**src/rtl/spi_flash_reader.sv**
```systemverilog
// SPI mode-0 burst reader for a serial NOR flash.
// Issues READ (0x03) plus a 24-bit address, then streams the requested number of bytes
// back to the requester as single-cycle data_valid strobes. flash_clk runs at clk/2,
// idles low, and only toggles while flash_cs_n is low.
module spi_flash_reader #(
  parameter int unsigned LENGTH_BITWIDTH = 8,
  parameter int unsigned CS_HIGH_CYCLES  = 2
) (
  input  logic                       clk,
  input  logic                       rst_n,
  input  logic                       start,
  input  logic [23:0]                address,
  input  logic [LENGTH_BITWIDTH-1:0] length,
  output logic                       busy,
  output logic [7:0]                 data_out,
  output logic                       data_valid,
  output logic                       done,
  output logic                       flash_clk,
  output logic                       flash_mosi,
  input  logic                       flash_miso,
  output logic                       flash_cs_n
);

  localparam logic [7:0] CmdRead = 8'h03;
  localparam int unsigned TailW = (CS_HIGH_CYCLES > 1) ? $clog2(CS_HIGH_CYCLES) : 1;

  typedef enum logic [2:0] {
    StIdle,
    StCmd,
    StAddr,
    StData,
    StTail
  } state_e;

  state_e                     state_q, state_d;
  // Outgoing command/address bits still to send; the next bit is always at [31].
  logic [31:0]                shift_q, shift_d;
  // Bits left in the current section (cmd, addr or data byte), minus one.
  logic [4:0]                 bit_cnt_q, bit_cnt_d;
  logic [LENGTH_BITWIDTH-1:0] byte_cnt_q, byte_cnt_d;
  logic [7:0]                 rx_q, rx_d;
  logic [TailW-1:0]           tail_cnt_q, tail_cnt_d;

  logic       busy_q, busy_d;
  logic [7:0] data_out_q, data_out_d;
  logic       data_valid_q, data_valid_d;
  logic       done_q, done_d;
  logic       sck_q, sck_d;
  logic       mosi_q, mosi_d;
  logic       cs_n_q, cs_n_d;

  // Next-state and registered-output logic; every pin is driven straight from a flop.
  always_comb begin
    state_d      = state_q;
    shift_d      = shift_q;
    bit_cnt_d    = bit_cnt_q;
    byte_cnt_d   = byte_cnt_q;
    rx_d         = rx_q;
    tail_cnt_d   = tail_cnt_q;
    busy_d       = busy_q;
    data_out_d   = data_out_q;
    data_valid_d = 1'b0;
    done_d       = 1'b0;
    sck_d        = sck_q;
    mosi_d       = mosi_q;
    cs_n_d       = cs_n_q;

    unique case (state_q)
      StIdle: begin
        if (start && (length != '0)) begin
          state_d    = StCmd;
          busy_d     = 1'b1;
          cs_n_d     = 1'b0;
          sck_d      = 1'b0;
          mosi_d     = CmdRead[7];
          shift_d    = {CmdRead[6:0], address, 1'b0};
          bit_cnt_d  = 5'd7;
          byte_cnt_d = length;
        end
      end

      StCmd: begin
        sck_d = ~sck_q;
        // sck_q high means this cycle closes the current bit; next bit starts low.
        if (sck_q) begin
          mosi_d  = shift_q[31];
          shift_d = {shift_q[30:0], 1'b0};
          if (bit_cnt_q == 5'd0) begin
            state_d   = StAddr;
            bit_cnt_d = 5'd23;
          end else begin
            bit_cnt_d = bit_cnt_q - 5'd1;
          end
        end
      end

      StAddr: begin
        sck_d = ~sck_q;
        if (sck_q) begin
          shift_d = {shift_q[30:0], 1'b0};
          if (bit_cnt_q == 5'd0) begin
            state_d   = StData;
            bit_cnt_d = 5'd7;
            mosi_d    = 1'b0;
          end else begin
            bit_cnt_d = bit_cnt_q - 5'd1;
            mosi_d    = shift_q[31];
          end
        end
      end

      StData: begin
        sck_d = ~sck_q;
        if (sck_q) begin
          // The flash updates MISO on the falling edge, so it is stable here.
          rx_d   = {rx_q[6:0], flash_miso};
          mosi_d = 1'b0;
          if (bit_cnt_q == 5'd0) begin
            data_out_d   = {rx_q[6:0], flash_miso};
            data_valid_d = 1'b1;
            bit_cnt_d    = 5'd7;
            if (byte_cnt_q == LENGTH_BITWIDTH'(1)) begin
              state_d    = StTail;
              cs_n_d     = 1'b1;
              sck_d      = 1'b0;
              tail_cnt_d = TailW'(CS_HIGH_CYCLES - 1);
              done_d     = (CS_HIGH_CYCLES == 1);
            end else begin
              byte_cnt_d = byte_cnt_q - LENGTH_BITWIDTH'(1);
            end
          end else begin
            bit_cnt_d = bit_cnt_q - 5'd1;
          end
        end
      end

      StTail: begin
        // The tail starts in the final data_valid cycle; done marks its last cycle.
        if (tail_cnt_q == '0) begin
          state_d = StIdle;
          busy_d  = 1'b0;
        end else begin
          tail_cnt_d = tail_cnt_q - TailW'(1);
          done_d     = (tail_cnt_q == TailW'(1));
        end
      end

      default: begin
        state_d = StIdle;
        busy_d  = 1'b0;
        cs_n_d  = 1'b1;
        sck_d   = 1'b0;
      end
    endcase
  end

  // State and output registers with asynchronous active-low reset.
  always_ff @(posedge clk or negedge rst_n) begin
    if (!rst_n) begin
      state_q      <= StIdle;
      shift_q      <= '0;
      bit_cnt_q    <= '0;
      byte_cnt_q   <= '0;
      rx_q         <= '0;
      tail_cnt_q   <= '0;
      busy_q       <= 1'b0;
      data_out_q   <= '0;
      data_valid_q <= 1'b0;
      done_q       <= 1'b0;
      sck_q        <= 1'b0;
      mosi_q       <= 1'b0;
      cs_n_q       <= 1'b1;
    end else begin
      state_q      <= state_d;
      shift_q      <= shift_d;
      bit_cnt_q    <= bit_cnt_d;
      byte_cnt_q   <= byte_cnt_d;
      rx_q         <= rx_d;
      tail_cnt_q   <= tail_cnt_d;
      busy_q       <= busy_d;
      data_out_q   <= data_out_d;
      data_valid_q <= data_valid_d;
      done_q       <= done_d;
      sck_q        <= sck_d;
      mosi_q       <= mosi_d;
      cs_n_q       <= cs_n_d;
    end
  end

  assign busy       = busy_q;
  assign data_out   = data_out_q;
  assign data_valid = data_valid_q;
  assign done       = done_q;
  assign flash_clk  = sck_q;
  assign flash_mosi = mosi_q;
  assign flash_cs_n = cs_n_q;

endmodule
```
**config.mk**
```make
export PLATFORM = sky130hd
export DESIGN_NAME = spi_flash_reader
export DESIGN_NICKNAME = d
export VERILOG_FILES = /design/src/rtl/spi_flash_reader.sv
export SDC_FILE = /design/constraint.sdc
export NUM_CORES = 1
export LEC_CHECK = 0
export BUFFER_PORTS_ARGS = -buffer_cell sky130_fd_sc_hd__buf_2
export CAP_MARGIN = 25
export CORE_MARGIN = 4
export CORE_UTILIZATION = 35
export CTS_CLUSTER_DIAMETER = 30
export DETAILED_ROUTE_END_ITERATION = 12
export PLACE_DENSITY_LB_ADDON = 0.08
export SLEW_MARGIN = 30
export SYNTH_ARGS = -nofsm -noshare
export SYNTH_HDL_FRONTEND = slang
export SYNTH_SLANG_ARGS = --single-unit
```
**constraint.sdc**
```tcl
create_clock -name clk -period 2 [get_ports clk]
set_input_delay 0.4 -clock clk [delete_from_list [all_inputs] [get_ports clk]]
set_output_delay 0.4 -clock clk [all_outputs]
set_load 0.1 [all_outputs]
```
== Yosys cells after proc, flatten, opt, wreduce, memory -nomap -nowiden ==
Cells that the tools add are included.

* Register bits after elaboration: 70
* Input port bits: 36
* Output and inout port bits: 14
* Word-level logic and storage cells: 109

* $add $sub $neg: 3
* Equal/unequal tests: 17
* Muxes and demuxes: 48
* Bitwise operators: 4
* Reduce and logical (&&, ||, !) cells: 24

{| class="wikitable"
|+ Operator list
! cell !! number
|-
| $mux W32 || 2
|-
| $pmux W32 S2 || 1
|-
| $mux W8 || 4
|-
| $mux W3 || 9
|-
| $mux W5 || 5
|-
| $ne A2 B2 Y1 const B || 10
|-
| $mux W1 || 19
|-
| $pmux W8 S2 || 1
|-
| $pmux W3 S5 || 1
|-
| $pmux W5 S3 || 1
|-
| $reduce_and A5 Y1 || 3
|-
| $reduce_and A3 Y1 || 3
|-
| $reduce_and A9 Y1 || 1
|-
| $eq A8 B1 Y1 const B || 1
|-
| $pmux W1 S4 || 2
|-
| $reduce_and A4 Y1 || 2
|-
| $reduce_bool A8 Y1 || 1
|-
| $sub A8 B1 Y8 const B || 1
|-
| $eq A3 B2 Y1 const B || 2
|-
| $pmux W1 S3 || 2
|-
| $reduce_bool A2 Y1 || 3
|-
| $reduce_or A3 Y1 || 2
|-
| $logic_not A5 Y1 || 1
|-
| $sub A5 B1 Y5 const B || 1
|-
| other kinds (12) || 18
|}

== Longest topological paths before layout ==
Gate-level depths: netlist of the first run.

* Depth after elaboration: 5
* Depth in mapped cells: 8
* Mapped depth without buffers: 7

== Least setup slack after synthesis of the first run ==
Ideal clock, no wire load.

* Path type: flip-flop to flip-flop
* Start point: register sck_q (netlist: flash_clk)
* End point: register shift_q[4]
* Library setup time: 0.077 ns
* Arrival time: 2.169 ns
* Path slack: -0.247 ns
* Cell stages (with the launch flop): 9
* Buffers on the path: 3
* Period minus slack after synthesis: 2.247 ns
* Cell sequence: dfrtp_1 -> clkbuf_1 -> inv_1 -> a211o_1 -> nand2b_4 -> buf_6 -> clkbuf_1 -> nor2_1 -> a21oi_1

* Word-level cells in the longest chain between the ends: 2

{| class="wikitable"
|+ RTL lines
! element !! RTL line !! source
|-
| start, declared || 48 || <nowiki>logic sck_q, sck_d;</nowiki>
|-
| start signal, assigned || 184 || <nowiki>sck_q <= sck_d;</nowiki>
|-
| $ne A2 B1 Y1 (no line) || -- ||
|-
| $reduce_and A3 Y1 (no line) || -- ||
|-
| end signal, assigned || 175 || <nowiki>shift_q <= shift_d;</nowiki>
|-
| end, declared || 37 || <nowiki>logic [31:0] shift_q, shift_d;</nowiki>
|}

No other way between the ends.
A chain may end at the register's enable or synchronous reset.

== Final worst setup path of the first run ==
* Start point: register bit_cnt_q[1]
* End point: register state_q[0]

* Word-level cells in the longest chain between the ends: 3
* Elaborated cells between the ends (all ways): 5
* Those cells by class: eq/ne (3); reduce/logical (2)

{| class="wikitable"
|+ RTL lines
! element !! RTL line !! source
|-
| start, declared || 39 || <nowiki>logic [4:0] bit_cnt_q, bit_cnt_d;</nowiki>
|-
| start signal, assigned || 176 || <nowiki>bit_cnt_q <= bit_cnt_d;</nowiki>
|-
| $logic_not A5 Y1 * || 88, 101, 118 ||
|-
| $ne A2 B2 Y1 (no line) || -- ||
|-
| $reduce_and A9 Y1 (no line) * || -- ||
|-
| end signal, assigned || 160 || <nowiki>state_q <= StIdle;</nowiki>
|-
| end signal, assigned || 174 || <nowiki>state_q <= state_d;</nowiki>
|-
| end, declared || 35 || <nowiki>state_e state_q, state_d;</nowiki>
|}

Every way passes the cells marked *; elsewhere a longest branch is shown, timed or not.

==> results.py, run 1 <==
metrics = {
    "clock_network": {
        "root_buffer": "clkbuf_8",
        "cts.sinks": 69,
        "clk_pin_slew_worst_paths_ns": 0.08,
        "clk_latency_ns": 0.34,
        "cts_tree": "done",
        "h-tree-depth": 3,
        "clockBufferDepth": 2,
        "cts_buffers": 9,
    },
    "power": {
        "power.leakage_nw": 1.84,
        "ir_worst_vdd_mv": 0.312,
        "power_per_cell_area_mw_per_mm2": 671,
        "power_w": 0.00275,
    },
    "detailed_routing": {
        "ant_nets": 0,
        "vias": 2537,
        "drt-total-wl_um": 7140,
        "post-route-drc-count": 0,
        "vias_per_cell": 5.00,
        "firstDrtPassIters": 4,
        "drtIter0Drc": 78,
        "wl_per_cell_um": 14.1,
    },
    "global_route": {
        "grt.total_usage_pct": 13.5,
        "grt_overflow": 0,
        "antenna_found_initial": 0,
        "grt_busiest_layer": "met2",
        "use_met3_pct": 3.09,
        "use_met2_pct": 21.3,
        "grt_pass1_wl_um": 12000,
        "grt_pass1_vias": 2464,
        "grt_max_degree": 30,
        "grt_util_met1_pct": 18.0,
    },
    "synthesis": {
        "synth_edf_count": 0,
        "ys_top_cells_by_area": "dfrtp_1 52%, mux2i_1 7.0%, a21oi_1 6.4%",
        "synth_ff_type": "dfrtp_1",
        "async_flop_share_pct": 100,
        "syn_nets": 352,
        "synth.yosys.seq_area_share_pct": 52.7,
        "netlist_area_mm2": 0.00328,
        "synthCells": 313,
        "yosysWarnings": 0,
        "synth_cell_types": 45,
        "synth_top_area_share_pct": 51.9,
        "ys_ff_latch": 69,
        "yosys.area.top_type": "dfrtp_1",
        "syn_area_per_cell_um2": 10.5,
    },
    "floorplanning": {
        "fp.dieW_um": 105,
        "dieArea_mm2": 0.0110,
        "start_util_pct": 35.6,
        "io-pin-count": 50,
        "die_y_um": 105,
        "rows": 35,
        "coreArea_mm2": 0.00920,
    },
    "critical_path": {
        "end_kind": "flop",
        "crit_fanout": 3,
        "startpoint_type": "flop",
        "critical_path_class": "reg -> reg",
        "critical_path_required_ns": 2.22,
        "critical_path_arrival_ns": 2.12,
    },
    "placement": {
        "place_congestion": 0.789,
        "port_buffers": 49,
        "hpwlAfterDp_um": 5210,
    },
    "sta": {
        "hold_viol": 0,
        "rsz0062_at_grt": "yes",
        "clock_skew_ns": 0.00896,
        "fin_crit_ns": 1.90,
        "slew_violations": 0,
        "setup_violations": 0,
        "finalCritPeriodShare_pct": 95.0,
        "worstMarginPinSlew_ns": 0.520,
        "slew_headroom_pct": 65.3,
        "fmax_mhz": 527,
        "whs_ns": 0.0298,
    },
    "flow_run": {
        "max-cap-violations": 0,
    },
    "cells_and_area": {
        "multi_input_area_mm2": 0.00140,
        "area_growth_pct": 25.0,
        "n_fill_cell": 922,
        "regArea_mm2": 0.00173,
        "final_nets": 431,
        "drive_gt1_share_pct": 33.1,
        "num_antenna_cells": 0,
    },
    "status": {
        "status": "completed",
    },
    "worst_hold_path": {
        "hp-class": "in -> async",
    },
}
## flip-flops by register name (all words and copies together), names as in the netlist
signal / flops
data_valid: 1
data_out: 8
done: 1
busy: 1
rx_q: 7
flash_mosi: 1
tail_cnt_q: 1
flash_clk: 1
bit_cnt_q: 5
state_q: 3
shift_q: 31
flash_cs_n: 1
byte_cnt_q: 8
## worst max-delay path, stage by stage (launching register included)
cell	delay (ns)
dfrtp_1	0.40
inv_1	0.07
ha_2	0.17
nor4b_4	0.25
nand2_1	0.10
a222oi_1	0.41
mux2_2	0.38
## power by group
| part | leakage (nW) | internal (W) | total, W | switching, W |
|---|---|---|---|---|
| Sequential | 0.862 | 0.00143 | 0.00145 | 0.0000168 |
| Clock | 0.0915 | 0.000568 | 0.00110 | 0.000530 |
| Combinational | 0.882 | 0.0000767 | 0.000207 | 0.000130 |
| Total | 1.84 | 0.00207 | 0.00275 | 0.000677 |
## final timing paths
kind / startpoint / endpoint / slack (ns) / depth (start not counted)
min in group clk: address[0] / shift_q[1] / 0.28 / 3
hold reg to reg: flash_cs_n / flash_cs_n / 0.49 / 2
setup / recovery: bit_cnt_q[1] / state_q[0] / 0.10 / 6
max in group asynchronous: rst_n / shift_q[7] / 1.42 / 2
setup reg to reg: bit_cnt_q[1] / state_q[0] / 0.10 / 6
hold / removal: rst_n / state_q[1] / 0.03 / 1
## metrics by stage
step	instances	area (um^2)	setup TNS, ns	setup slack (ns)	utilization [%]
6_report	507	4100	0	0.101	44.6
5_1_grt	507	4100	-0.0364	-0.0316	44.6
4_1_cts	506	4080	0	0.0920	44.4
3_5_place_dp	491	3890	-0.900	-0.0863	42.3
3_3_place_gp	491	3890	-0.455	-0.0579	42.3
2_1_floorplan	313	3280	0	0.00383	-
## cell usage in the layout, fill, tap and decap left out, drive strengths merged, types with 2 or more instances in the layout
cell	count
and3	2
a22o	2
dfrtp	68
nor2	42
nor2b	2
clkinvlp	2
o21bai	2
mux2	18
mux2i	23
nand3	8
or4	3
o41ai	2
clkbuf	9
a21oi	42
inv	15
nand2	13
buf	86
ha	3
o211ai	2
a31o	3
clkinv	2
nor3b	2
or3	2
o21ai	19
o22ai	2
nor3	3
## timing repair
action	in CTS	in global routing
hold buffers	0	0
setup buffers	0	1
hold endpoints to repair	0	0
endpoints found under the setup margin	0	5
resized for setup	0	5
## cells in the mapped netlist (all sizes together), types with 2 or more instances
| cell | n |
|---|---|
| dfrtp | 68 |
| a22o | 2 |
| nand3 | 8 |
| o21bai | 2 |
| ha | 3 |
| or3 | 2 |
| a21oi | 42 |
| nor3b | 2 |
| inv | 14 |
| and3 | 2 |
| clkbuf | 6 |
| nor3 | 3 |
| o41ai | 2 |
| mux2i | 23 |
| o21ai | 19 |
| or4 | 3 |
| a31o | 3 |
| nor2b | 2 |
| o22ai | 2 |
| nor2 | 42 |
| mux2 | 18 |
| o211ai | 2 |
| nand2 | 13 |
| buf | 12 |
## cells by family after synthesis
group	after synthesis	share of synthesized area, %
adders and majority gates	3	1.15
and+or+nand+nor	84	12.7
DFF	69	52.7
AOI/OAI and AO/OA	83	15.1
muxes	41	13.2
buffers and inverters	32	4.89
xor gates and xnor gates	1	0.267
## cell type report
cell class,count,area share (%)
Clock buffer,9,3.02
Clock inverter,6,1.56
Inverter,14,1.28
Multi-Input combinational cell,212,34.3
Sequential cell,69,42.2
Tap cell,111,3.39
Timing Repair Buffer,86,14.3
## per-layer routing
metal	vias up	wire [um]
met4	0	91
met2	45	3320
met5	-	0
met3	9	271
met1	1214	3460
li1	1269	-
No activity file was read; power rests on OpenSTA's default activity.
==> run 2, diff against run 1 <==
Settings changed: BUFFER_PORTS_ARGS -buffer_cell sky130_fd_sc_hd__buf_2 to -buffer_cell sky130_fd_sc_hd__buf_4.
==> run 2 against run 1 <==
  * Count of clock-buffer cells in the layout unchanged
  * Die area did not move
  * Highest routed layer unchanged
  * Global-route usage rose by 0.27 points
  * Register-to-register slack about the same
  * Sequential power barely moved
  * Sequential share of layout area shrank 1.9 points
  * Clock skew rose by 0.00052 ns
  * Via count fell by 0.75%
  * Total power increased by 10%
  * First-iteration DRC count grew 18%
  * Clock power is 24% higher
==> results.py, run 2 (synthesis gave the netlist of run 1 again) <==
metrics = {
    "status": {
        "status": "completed",
    },
    "clock_network": {
        "clk_pin_slew_worst_paths_ns": 0.07,
        "clockBufferDepth": 2,
        "cts.sinks": 69,
        "root_buffer": "clkbuf_8",
        "cts_buffers": 9,
        "cts_tree": "done",
        "clk_latency_ns": 0.34,
        "h-tree-depth": 3,
    },
    "power": {
        "power.leakage_nw": 1.93,
        "power_frac_clock_pct": 44.9,
        "power_per_cell_area_mw_per_mm2": 706,
        "pwr-share-comb_pct": 7.5,
        "ir_worst_vdd_mv": 0.488,
        "power_frac_seq_pct": 47.7,
        "swShare_pct": 22.6,
        "p_int_w": 0.00235,
        "netSwitchingPower_w": 0.000686,
    },
    "cells_and_area": {
        "instances_no_fill": 514,
        "top_register": "shift_q",
        "final_common_cell": "buf_4",
        "final_cell_mix": "90 x buf_4, 67 x dfrtp_1, 42 x a21oi_1",
        "drive_gt1_share_pct": 34.2,
        "largest_reg_flops": 31,
        "num_antenna_cells": 0,
        "final_nets": 438,
        "area_growth_pct": 31.0,
    },
    "placement": {
        "place_congestion": 0.824,
        "hpwlAfterDp_um": 5200,
        "dp.cells": 495,
        "port_buffers": 49,
        "dp_slack_ns": -0.0745,
    },
    "critical_path": {
        "critical_path_arrival_ns": 2.13,
        "critical_path_required_ns": 2.22,
        "max_stage_delay_ns": 0.39,
        "startpoint_type": "flop",
        "end_kind": "flop",
        "cpMaxStageDelayCell": "dfrtp_1",
        "path_common_cell": "buf_4",
        "crit_fanout": 10,
        "critical_path_class": "reg -> reg",
        "path_cells": "inv_2, ha_4, nor4b_4, buf_4, and3_1, buf_4, mux2_2",
    },
    "floorplanning": {
        "io-pin-count": 50,
        "coreArea_mm2": 0.00920,
        "dieArea_mm2": 0.0110,
        "start_util_pct": 35.6,
        "fp.dieW_um": 105,
        "rows": 35,
        "die_y_um": 105,
    },
    "detailed_routing": {
        "ant_nets": 0,
        "wl_per_cell_um": 14.1,
        "vias": 2518,
        "post-route-drc-count": 0,
        "firstDrtPassIters": 5,
        "vias_per_cell": 4.90,
        "drtIter0Drc": 92,
        "drt-total-wl_um": 7240,
    },
    "flow_run": {
        "max-cap-violations": 0,
    },
    "sta": {
        "finalCritPeriodShare_pct": 95.6,
        "fin_crit_ns": 1.91,
        "slew_violations": 0,
        "clock_skew_ns": 0.00948,
        "setup_ws_ns": 0.0872,
        "rsz0062_at_grt": "yes",
        "setup_violations": 0,
        "hold_viol": 0,
        "slew_headroom_pct": 72.2,
        "worstMarginPinSlew_ns": 0.415,
        "fmax_mhz": 523,
    },
    "global_route": {
        "antenna_found_initial": 0,
        "grt_pass1_wl_um": 12300,
        "grt_pass1_vias": 2536,
        "grt_max_degree": 34,
        "grt.total_usage_pct": 13.8,
        "grt_overflow": 0,
    },
    "worst_hold_path": {
        "hp-class": "in -> reg",
    },
}
==> run 2: changes by cell type in the layout (fill, tap and decap cells not counted), moves of 2 or more <==
cell        before  now
buf_12           5    2
buf_2           49    0
buf_4           32   90
bufinv_16        1    3
clkinv_4         0    2
clkinvlp_4       2    0
==> run 2: stage by stage <==
stage	total power [W]	setup TNS, ns	util [%]	instance area [um^2]	hold WS (ns)
6_report	0.00303	0	46.7	4300	0.290
2_1_floorplan	0.00158	0	-	3280	0.104
3_3_place_gp	0.00170	-0.986	43.6	4010	0.337
3_5_place_dp	0.00170	-1.59	43.6	4010	0.341
4_1_cts	0.00310	0	46.3	4260	0.269
5_1_grt	0.00318	-0.00516	46.7	4300	0.273
==> run 2: repair_timing <==
action,4_1_cts,5_1_grt
endpoints found under the setup margin,2,18
cloned,0,0
gates resized for setup,0,8
pin swaps,0,3
setup buffers,1,3
hold buffers,1,0
endpoints found under the hold margin,23,0
==> run 2: per-layer routing <==
metal  up-vias  part of all wire [%]  GRT usage, %
met5         -                     0             0
met2        44                    45          20.1
li1       1280                     -             -
met1      1190                    49          19.6
met4         0                  0.70          3.37
met3         4                   4.9          4.88
==> run 2: area by class of cell <==
class                   count  area [um^2]
clock buffers               9          124
clock inverters             6          113
fillers                   888         4900
inverters                  14         52.6
multi-input cells         212         1410
flip-flops and latches     69         1730
well taps                 111          139
repair buffers             93          726
==> run 2: path summary, 6_finish.rpt <==
kind	from	endpoint	slack, ns	cells after the start
max	bit_cnt_q[0]	data_out[3]	0.09	7
min	address[0]	shift_q[1]	0.29	3
max reg2reg	bit_cnt_q[0]	data_out[3]	0.09	7
min reg2reg	flash_cs_n	flash_cs_n	0.50	2
max in group asynchronous	rst_n	flash_cs_n	0.90	3
min in group asynchronous	rst_n	shift_q[25]	0.51	2
==> run 2: power by group through the flow <==
stage	Sequential (W)	Clock, W	Combinational, W
finish	0.00145	0.00136	0.000226
global route	0.00145	0.00148	0.000247
CTS	0.00145	0.00143	0.000232
detailed placement	0.00147	0	0.000231
global placement	0.00147	0	0.000228
floorplan	0.00153	0	0.0000494
==> run 2: worst max-delay path: cells and delay by family, from the launching register on <==
| kind | cells | cell delay (ns) |
|---|---|---|
| buffers and inverters | 3 | 0.48 |
| DFF | 1 | 0.39 |
| muxes | 1 | 0.34 |
| adders and majority gates | 1 | 0.13 |
| and+or+nand+nor | 2 | 0.46 |
==> run 3, diff against run 2 <==
--- a/config.mk
+++ b/config.mk
@@ -10,3 +10,3 @@
 export CORE_MARGIN = 4
-export CORE_UTILIZATION = 35
+export CORE_UTILIZATION = 40
 export CTS_CLUSTER_DIAMETER = 30
==> constraint.sdc (replaced) <==
create_clock -name clk -period 2 [get_ports clk]
set_input_delay 0.3 -clock clk [delete_from_list [all_inputs] [get_ports clk]]
set_output_delay 0.3 -clock clk [all_outputs]
set_load 0.1 [all_outputs]
==> run 3 against run 2 <==
  * Final area fell by 4.0%
  * Routed wire length shrank 5.9%
  * Hold slack got worse by 0.10 ns
  * Combinational power is 2% lower
  * Total power decreased by 9.7%
  * Critical path type unchanged
==> results.py, run 3 (synthesis gave the netlist of run 1 again) <==
metrics = {
    "sta": {
        "hold_viol": 0,
        "setup_ws_ns": 0.109,
        "finalCritPeriodShare_pct": 94.6,
        "fmax_mhz": 529,
        "slew_headroom_pct": 68.3,
        "fin_crit_ns": 1.89,
        "setup_violations": 0,
        "clock_skew_ns": 0.00574,
        "worstMarginPinSlew_ns": 0.473,
        "rsz0062_at_grt": "yes",
        "whs_ns": 0.191,
        "slew_violations": 0,
    },
    "cells_and_area": {
        "n_fill_cell": 744,
        "area_growth_pct": 25.7,
        "final_nets": 421,
        "final_util_pct": 52.5,
        "final_cell_mix": "71 x buf_4, 67 x dfrtp_1, 42 x a21oi_1",
        "fin_area_mm2": 0.00412,
        "final_common_cell": "buf_4",
        "drive_gt1_share_pct": 31.1,
        "num_antenna_cells": 0,
        "largest_reg_flops": 31,
        "top_register": "shift_q",
    },
    "floorplanning": {
        "dieArea_mm2": 0.00971,
        "die_y_um": 98.5,
        "io-pin-count": 50,
        "coreArea_mm2": 0.00785,
        "start_util_pct": 41.8,
        "fp.dieW_um": 98.5,
        "rows": 32,
    },
    "global_route": {
        "grt_overflow": 0,
        "antenna_found_initial": 0,
        "grt_pass1_wl_um": 11300,
        "grt_pass1_vias": 2352,
        "grt.total_usage_pct": 14.4,
        "grt_max_degree": 70,
    },
    "status": {
        "status": "completed",
    },
    "clock_network": {
        "root_buffer": "clkbuf_8",
        "clockBufferDepth": 2,
        "cts.sinks": 69,
        "cts_buffers": 9,
        "clk_latency_ns": 0.34,
        "h-tree-depth": 3,
        "cts_tree": "done",
        "clk_pin_slew_worst_paths_ns": 0.07,
    },
    "detailed_routing": {
        "post-route-drc-count": 0,
        "firstDrtPassIters": 4,
        "wl_per_cell_um": 14.0,
        "drt-total-wl_um": 6810,
        "vias_per_cell": 5.17,
        "ant_nets": 0,
        "drtIter0Drc": 124,
        "vias": 2521,
    },
    "worst_hold_path": {
        "min_to": "shift_q[1]",
        "hp-class": "in -> reg",
        "hold_depth": 3,
        "worstHoldStart": "address[0]",
    },
    "power": {
        "ir_worst_vdd_mv": 0.382,
        "pwr-share-comb_pct": 8.1,
        "netSwitchingPower_w": 0.000656,
        "power_per_cell_area_mw_per_mm2": 665,
        "p_int_w": 0.00208,
        "power_w": 0.00274,
        "swShare_pct": 23.9,
        "power.leakage_nw": 1.82,
        "power_frac_clock_pct": 39.1,
        "power_frac_seq_pct": 52.8,
    },
    "critical_path": {
        "r2r_slack_ns": 0.11,
        "crit_fanout": 3,
        "reg2reg_from": "bit_cnt_q[1]",
        "end_kind": "flop",
        "r2r.worst_path.cells": 6,
        "startpoint_type": "flop",
        "critical_path_class": "reg -> reg",
        "r2r_end": "state_q[0]",
        "critical_path_required_ns": 2.23,
        "critical_path_arrival_ns": 2.12,
    },
    "placement": {
        "dp_slack_ns": -0.00945,
        "hpwlAfterDp_um": 4650,
        "placed_area_mm2": 0.00390,
        "place_congestion": 0.793,
        "port_buffers": 49,
    },
    "flow_run": {
        "max-cap-violations": 0,
    },
}
run 3: worst max-delay path, cell delays in order (launching register included):
cell	delay, ns
dfrtp_1	0.40
inv_2	0.07
ha_4	0.13
nor4b_4	0.25
nand2_1	0.12
a222oi_1	0.43
mux2_2	0.38
run 3: per-layer routing:
layer	wire, um	GRT usage, %	part of all wire, %
met5	0	0	0
met4	107	5.99	1.6
met3	273	3.47	4.0
met2	3050	20.6	45
met1	3390	20.8	50
run 3: how the worst max path moves through the flow:
stage	slack (ns)	end	start	cells past startpoint
finish	0.11	state_q[0]	bit_cnt_q[1]	6
global route	-0.02	state_q[0]	bit_cnt_q[0]	6
CTS	0.03	byte_cnt_q[3]	bit_cnt_q[0]	7
detailed placement	-0.009	byte_cnt_q[3]	length[6]	6
global placement	0.01	byte_cnt_q[1]	length[6]	7
floorplan	0.004	state_q[0]	flash_clk	4
run 3: what timing repair did:
action | 4_1_cts | 5_1_grt
hold buffers | 1 | 0
hold endpoints to repair | 68 | 0
endpoints found under the setup margin | 0 | 10
setup buffers | 0 | 2
gates resized for setup | 0 | 6
run 3: layout make-up:
class                      instances  area [um^2]  share of cell area [%]
tap                              102          128                    3.10
sequential                        69         1730                    42.0
clock inverter                     5         52.6                    1.28
timing repair buffer              76          623                    15.1
multi-input combinational        212         1410                    34.2
inverter                          14         52.6                    1.28
clock buffer                      10          128                    3.10
run 3: stage by stage:
step,setup TNS (ns),std cells
floorplan,0,313
global placement,0,470
detailed placement,-0.0247,470
CTS,0,486
global route,-0.0188,488
finish,0,488
run 3: power groups by stage:
stage	clock [W]	sequential, W	combinational (W)
detailed placement	0	0.00147	0.000225
finish	0.00107	0.00145	0.000221
CTS	0.00111	0.00145	0.000227
floorplan	0	0.00153	0.0000494
global route	0.00117	0.00145	0.000243
global placement	0	0.00147	0.000223
